==> src/rtl/stage_if_pkg.sv <==
// Shared types and constants for the instruction-fetch stage.
package stage_if_pkg;

    // Fetch FSM encoding, kept as plain constants for legacy tool flows.
    typedef logic [1:0] fetch_state_t;

    localparam fetch_state_t S_RESET   = 2'd0;
    localparam fetch_state_t S_FETCH   = 2'd1;
    localparam fetch_state_t S_HOLD    = 2'd2;
    localparam fetch_state_t S_DISCARD = 2'd3;

    // Instruction word used as a pipeline bubble.
    localparam logic [31:0] NOP_INST = 32'h0000_0000;

endpackage

==> src/rtl/stage_if.sv <==
// Instruction-fetch stage: owns the PC, issues single-outstanding fetches
// and fills the IF/ID registers. Supports decode stall and redirect flush.
module stage_if #(
    parameter int unsigned                   DATA_IBUS_WIDTH = 32,
    parameter int unsigned                   ADDR_IBUS_WIDTH = 32,
    parameter logic [ADDR_IBUS_WIDTH-1:0]    RESET_PC        = '0,
    parameter logic [DATA_IBUS_WIDTH-1:0]    NOP_INST        = stage_if_pkg::NOP_INST
) (
    input  logic                       i_clk,
    input  logic                       i_rst,
    input  logic                       i_stall,
    input  logic                       i_pc_load,
    input  logic [ADDR_IBUS_WIDTH-1:0] i_pc_target,
    output logic [ADDR_IBUS_WIDTH-1:0] o_ibus_addr,
    output logic                       o_ibus_req,
    input  logic                       i_ibus_ack,
    input  logic [DATA_IBUS_WIDTH-1:0] i_ibus_rdata,
    output logic [DATA_IBUS_WIDTH-1:0] o_inst,
    output logic [ADDR_IBUS_WIDTH-1:0] o_pc_plus4,
    output logic                       o_valid
);
    import stage_if_pkg::*;

    fetch_state_t               r_state;
    logic [ADDR_IBUS_WIDTH-1:0] r_pc;
    logic [ADDR_IBUS_WIDTH-1:0] r_req_addr;
    logic                       r_req;

    logic [DATA_IBUS_WIDTH-1:0] r_buf_inst;
    logic [ADDR_IBUS_WIDTH-1:0] r_buf_pc4;
    logic                       r_buf_valid;

    logic [DATA_IBUS_WIDTH-1:0] r_inst;
    logic [ADDR_IBUS_WIDTH-1:0] r_pc_plus4;
    logic                       r_valid;

    logic [ADDR_IBUS_WIDTH-1:0] w_target;
    logic [ADDR_IBUS_WIDTH-1:0] w_pc_inc;
    logic                       w_ack;
    logic                       w_load_fetch;
    logic                       w_load_buf;

    // Redirect targets are forced word-aligned; PC wraps naturally.
    assign w_target = i_pc_target & ~ADDR_IBUS_WIDTH'(3);
    assign w_pc_inc = r_pc + ADDR_IBUS_WIDTH'(4);

    // Acks without an outstanding request are ignored.
    assign w_ack = i_ibus_ack & r_req;

    // In S_FETCH the request address always equals r_pc.
    assign w_load_fetch = (r_state == S_FETCH) & w_ack & ~i_pc_load & ~i_stall;
    assign w_load_buf   = (r_state == S_HOLD) & r_buf_valid & ~i_pc_load & ~i_stall;

    // Fetch FSM: PC, request address/strobe and the one-entry hold buffer.
    always_ff @(posedge i_clk) begin
        if (i_rst) begin
            r_state     <= S_RESET;
            r_pc        <= RESET_PC;
            r_req_addr  <= RESET_PC;
            r_req       <= 1'b0;
            r_buf_inst  <= NOP_INST;
            r_buf_pc4   <= '0;
            r_buf_valid <= 1'b0;
        end else begin
            case (r_state)
                S_RESET: begin
                    r_state    <= S_FETCH;
                    r_req      <= 1'b1;
                    r_req_addr <= r_pc;
                end
                S_FETCH: begin
                    if (w_ack) begin
                        if (i_pc_load) begin
                            r_pc       <= w_target;
                            r_req_addr <= w_target;
                        end else if (i_stall) begin
                            r_buf_inst  <= i_ibus_rdata;
                            r_buf_pc4   <= w_pc_inc;
                            r_buf_valid <= 1'b1;
                            r_pc        <= w_pc_inc;
                            r_req       <= 1'b0;
                            r_state     <= S_HOLD;
                        end else begin
                            r_pc       <= w_pc_inc;
                            r_req_addr <= w_pc_inc;
                        end
                    end else if (i_pc_load) begin
                        // Old request stays on the bus until it is acked.
                        r_pc    <= w_target;
                        r_state <= S_DISCARD;
                    end
                end
                S_HOLD: begin
                    if (i_pc_load) begin
                        r_buf_valid <= 1'b0;
                        r_pc        <= w_target;
                        r_req       <= 1'b1;
                        r_req_addr  <= w_target;
                        r_state     <= S_FETCH;
                    end else if (!i_stall) begin
                        r_buf_valid <= 1'b0;
                        r_req       <= 1'b1;
                        r_req_addr  <= r_pc;
                        r_state     <= S_FETCH;
                    end
                end
                S_DISCARD: begin
                    if (i_pc_load) begin
                        r_pc <= w_target;
                    end
                    if (w_ack) begin
                        r_req_addr <= i_pc_load ? w_target : r_pc;
                        r_state    <= S_FETCH;
                    end
                end
                default: begin
                    r_state <= S_RESET;
                    r_req   <= 1'b0;
                end
            endcase
        end
    end

    // IF/ID registers: flush beats stall, stall beats load, else bubble.
    always_ff @(posedge i_clk) begin
        if (i_rst) begin
            r_inst     <= NOP_INST;
            r_pc_plus4 <= '0;
            r_valid    <= 1'b0;
        end else if (i_pc_load) begin
            r_inst  <= NOP_INST;
            r_valid <= 1'b0;
        end else if (i_stall) begin
            r_inst     <= r_inst;
            r_pc_plus4 <= r_pc_plus4;
            r_valid    <= r_valid;
        end else if (w_load_fetch) begin
            r_inst     <= i_ibus_rdata;
            r_pc_plus4 <= w_pc_inc;
            r_valid    <= 1'b1;
        end else if (w_load_buf) begin
            r_inst     <= r_buf_inst;
            r_pc_plus4 <= r_buf_pc4;
            r_valid    <= 1'b1;
        end else begin
            r_inst  <= NOP_INST;
            r_valid <= 1'b0;
        end
    end

    assign o_ibus_addr = r_req_addr;
    assign o_ibus_req  = r_req;
    assign o_inst      = r_inst;
    assign o_pc_plus4  = r_pc_plus4;
    assign o_valid     = r_valid;

endmodule

==> config.mk <==
export PLATFORM = sky130hd
export DESIGN_NAME = stage_if
export DESIGN_NICKNAME = d
export VERILOG_FILES = /design/src/rtl/stage_if_pkg.sv /design/src/rtl/stage_if.sv
export SDC_FILE = /design/constraint.sdc
export NUM_CORES = 1
export LEC_CHECK = 0
export BUFFER_PORTS_ARGS = -buffer_cell sky130_fd_sc_hd__clkbuf_2
export CAP_MARGIN = 20
export CELL_PAD_IN_SITES_DETAIL_PLACEMENT = 0
export CELL_PAD_IN_SITES_GLOBAL_PLACEMENT = 1
export CORE_MARGIN = 8
export CORE_UTILIZATION = 40
export DETAILED_ROUTE_END_ITERATION = 8
export PLACE_DENSITY_LB_ADDON = 0.1
export SYNTH_ARGS = -nofsm -noshare
export SYNTH_HDL_FRONTEND = slang
export SYNTH_SLANG_ARGS = --single-unit
==> constraint.sdc <==
create_clock -name i_clk -period 2.7 [get_ports i_clk]
set_input_delay 0.135 -clock i_clk [delete_from_list [all_inputs] [get_ports i_clk]]
set_output_delay 0.135 -clock i_clk [all_outputs]
set_load 0.05 [all_outputs]
==> results.md <==
- The total of warnings raised by yosys is 0.
- In this run the cell area of the synthesized design comes to 8960 um2.
- Setup repair after global routing left no endpoint under its margin.
- The number of flops mapped to enable cells by yosys is 0.
- In this run the worst path has a maximum fanout of 7.
- In the global route stage, overall resource usage came out at 21.6%.
- Buffers added to address setup during post-CTS repair amount to 0.
- The placement row count is 54.
- After the flow finishes, the layout carries non-filler instances totaling 1543.
- The cell taking the most area after synthesis is sky130_fd_sc_hd__dfxtp_1.
- The sum of routed wire length over all layers is 30800 um.
- The max-cap violation count is 0.
- After the last flow step, the layout net total stands at 1320.
- The deepest level of the CTS H-tree is 4.
- The area of placed instances is 10200 um2.
- The summed negative setup slack over all endpoints is 0 ns.
- After detailed routing, the average wire length per cell comes to 19.9 um.
- The insertion delay to the later sink of the worst-skew pair is 0.45 ns.
- The library cell with the highest instance count after synthesis is sky130_fd_sc_hd__dfxtp_1.
- Yosys attributes the largest share of cell area to sky130_fd_sc_hd__dfxtp_1 (44%), sky130_fd_sc_hd__nor2_1 (7.2%), sky130_fd_sc_hd__a222oi_1 (4.6%).
- Clock tree synthesis selected as its root buffer the cell sky130_fd_sc_hd__clkbuf_16.
- Setup slack on the critical path of the routed design comes to 0.424 ns.
- The max-slew violation count is 0.
- The data arrival time at the worst-slack endpoint is 2.62 ns.
- The core region is 21900 um2.
- Once the floorplan was initialized, standard cells occupied 40.9% of the core.
- The pin count of the biggest net entering global routing is 82.
- The share of the clock period used by the worst path after layout is 84.3%.
- The number of primary I/O pins is 167.
- The post-route netlist has 21.1% of its cells at a drive strength greater than 1.
- The worst pin sits at a relative slew slack of 49.3%.
- The area occupied by registers is 3940 um2.
- The die span in x is 166 um.
- The TritonCTS clock tree is yes.
- The busiest layer in global routing is met2.
- The critical setup path kind is reg -> reg.
- The standby leakage power is 4.17 nW.
- The cell area after layout is 11200 um2.
- The number of global-route vias before repair is 8565.
- The largest vdd supply drop is 0.394 mV.
- The start of the worst register-to-register path is r_pc[5]$_SDFFE_PP0N_.
- In the routed design, unresolved DRC markers number 0.
- The unique cell type count in the Yosys netlist is 72.
- The highest achievable clock rate is 0.439 GHz.
- The worst min-delay path category is in -> reg.
- 0 antenna diodes ended up in the layout.
- The die span in y is 166 um.
- The commonest cells after synthesis are sky130_fd_sc_hd__dfxtp_1 (197), sky130_fd_sc_hd__nor2_1 (172), sky130_fd_sc_hd__nand2_1 (107), sky130_fd_sc_hd__a21oi_1 (77), sky130_fd_sc_hd__clkbuf_1 (70).
- Using the TritonRoute via totals, the vias-per-cell ratio works out to 5.76.
- The synthesized net count is 1151.
- The prevailing post-synth register cell is sky130_fd_sc_hd__dfxtp_1.
- For this block, the initial DRC count from the detailed router was 886.
- The total instance count after detailed placement is 1471.
- Synthesis handed over a netlist of 1081 instances.
- The count of cells resized by post-cts repair is 0.
- Setup violations remaining at the end of the flow were counted as 0.
- The average instance in the mapped netlist occupies 8.29 um2.
- The final number of hold-violating endpoints came to 0.
- The number of antenna violations at the first check in global routing is 0.
- The congestion estimate from routability-driven global placement came to 0.874.
- The TritonCTS buffer count is 17.
- The area added between synthesis and finish is 24.9%.
- The post-route antenna net violation count is 0.
- The wire length of the first global-routing pass is 48900 um.
- The startpoint type of the worst setup path is a flip-flop.
- Before CTS, the worst setup slack after placement is 0.448 ns.
- The floorplan step defined a die boundary enclosing 27400 um2.
- The number of buffer cells added on primary ports is 164.
- For this run, the detailed router's first-pass iteration total came to 8.
- The tree built by TritonCTS fans out to 197 sinks.
- The area taken by multi-input logic gates is 4590 um2.
- The routed design could run at a clock period as short as 2.28 ns.
- Dividing total power by cell area gives a power density of 605 nW/um2.
- In this run the worst setup path begins at r_pc[5]$_SDFFE_PP0N_.
- The sequential area share after synthesis is 44.0%.
- The number of fillers in the final layout is 2186.
- The sum of overflow across all layers after global routing is 0.
- The routed via count is 8888.
- The clock transition time at the flip-flop clock pins of the worst setup and hold paths is 0.08 ns.
- The top cell type by area accounts for 44.0% of the synthesized area.
- Counting flops and latches in the post-synthesis netlist gives 197.
- The critical path endpoint category is a flip-flop.
- Global routing used 34.5% of the available met2 tracks.
- Global routing used 4.57% of the available met3 tracks.
- The async set-or-reset flop fraction in the synthesized netlist is 0%.
- On the final layout, the worst clock skew is 0.0145 ns.
- The data required time of the worst path is 3.04 ns.
- Counting along the longest clock path gives a buffer depth of 2.
- The global routing met1 resource utilization is 28.9%.
- The origin of the worst min-delay path is i_pc_target[28].
- The utilization after layout is 51.1%.
- At the pin with the least slew margin, the transition time is 0.757 ns.
- The HPWL after detailed placement is 20800 um.
- The run finished with clean final reports.
registers in the layout, summed over array words and instances (netlist names):
name / count
o_ibus_addr: 32
o_inst: 32
o_pc_plus4: 32
r_buf_inst: 32
r_buf_pc4: 32
r_pc: 32
r_state: 2
o_ibus_req: 1
o_valid: 1
r_buf_valid: 1
layout by cell type, fill, tap and decap left out, types with 5 or more instances in the layout:
cell / n
sky130_fd_sc_hd__nor4_1: 8
sky130_fd_sc_hd__xor2_1: 7
sky130_fd_sc_hd__o21bai_1: 7
sky130_fd_sc_hd__a21oi_1: 77
sky130_fd_sc_hd__nand3_1: 19
sky130_fd_sc_hd__mux2i_1: 9
sky130_fd_sc_hd__clkbuf_16: 17
sky130_fd_sc_hd__nor2_1: 170
sky130_fd_sc_hd__inv_1: 7
sky130_fd_sc_hd__a221oi_1: 24
sky130_fd_sc_hd__o21ai_0: 33
sky130_fd_sc_hd__buf_4: 47
sky130_fd_sc_hd__dfxtp_1: 197
sky130_fd_sc_hd__nand2b_1: 7
sky130_fd_sc_hd__nand2_1: 107
sky130_fd_sc_hd__and4_1: 7
sky130_fd_sc_hd__clkbuf_2: 163
sky130_fd_sc_hd__nand4_1: 9
sky130_fd_sc_hd__and2_1: 7
sky130_fd_sc_hd__o22ai_1: 22
sky130_fd_sc_hd__buf_12: 5
sky130_fd_sc_hd__nor3_1: 31
sky130_fd_sc_hd__xnor2_1: 18
sky130_fd_sc_hd__a211oi_1: 48
sky130_fd_sc_hd__o21a_1: 6
sky130_fd_sc_hd__dlygate4sd3_1: 40
sky130_fd_sc_hd__a222oi_1: 41
sky130_fd_sc_hd__a22oi_1: 21
sky130_fd_sc_hd__a311oi_1: 6
power by group:
group | internal, mW | switching, mW
Combinational | 0.345 | 0.660
Sequential | 3.00 | 0.105
Clock | 1.34 | 1.32
Total | 4.69 | 2.08
area by class of cell:
cell class / count / area share [%]
multi-input combinational: 771 / 41.0
sequential: 197 / 35.2
timing repair buffer: 255 / 14.9
clock buffer: 18 / 3.83
tap: 280 / 3.13
clock inverter: 14 / 1.64
inverter: 8 / 0.268
stage by stage:
stage	power [mW]	hold slack, ns
2_1_floorplan	3.78	0.271
3_5_place_dp	4.13	0.381
6_report	6.77	0.0266
5_1_grt	7.03	0.0212
4_1_cts	6.83	0.00263
3_3_place_gp	4.13	0.378
per-layer routing:
layer	vias to the layer above	share of wire, %
met5	-	0
met4	0	1.8
met3	28	5.9
met2	283	47
met1	4226	45
li1	4351	-
cells by family after synthesis:
| family | synth area share [%] |
|---|---|
| AOI/OAI and AO/OA | 26.4 |
| xor gates and xnor gates | 2.44 |
| adders and majority gates | 0.140 |
| buffers and inverters | 5.11 |
| DFF | 44.0 |
| muxes | 1.38 |
| and+or+nand+nor | 20.5 |
critical path, cell delays in order (launching register included):
cell	delay, ns
sky130_fd_sc_hd__dfxtp_1	0.50
sky130_fd_sc_hd__and4_1	0.46
sky130_fd_sc_hd__nand4_1	0.34
sky130_fd_sc_hd__nor4_1	0.43
sky130_fd_sc_hd__o21ai_0	0.15
sky130_fd_sc_hd__a211oi_1	0.29
path summary, 6_finish.rpt:
kind / to / slack [ns] / cells after the start
setup / recovery: o_ibus_addr[22]$_SDFFE_PP0P_ / 0.42 / 5
hold / removal: r_pc[28]$_SDFFE_PP0N_ / 0.03 / 3
setup reg to reg: o_ibus_addr[22]$_SDFFE_PP0P_ / 0.42 / 5
hold reg to reg: o_ibus_addr[3]$_SDFFE_PP0P_ / 0.45 / 2
what timing repair did:
item,4_1_cts,5_1_grt
setup endpoints to repair,0,0
hold buffers,40,0
endpoints found under the hold margin,72,0
Power figures use the tool's default switching activity.
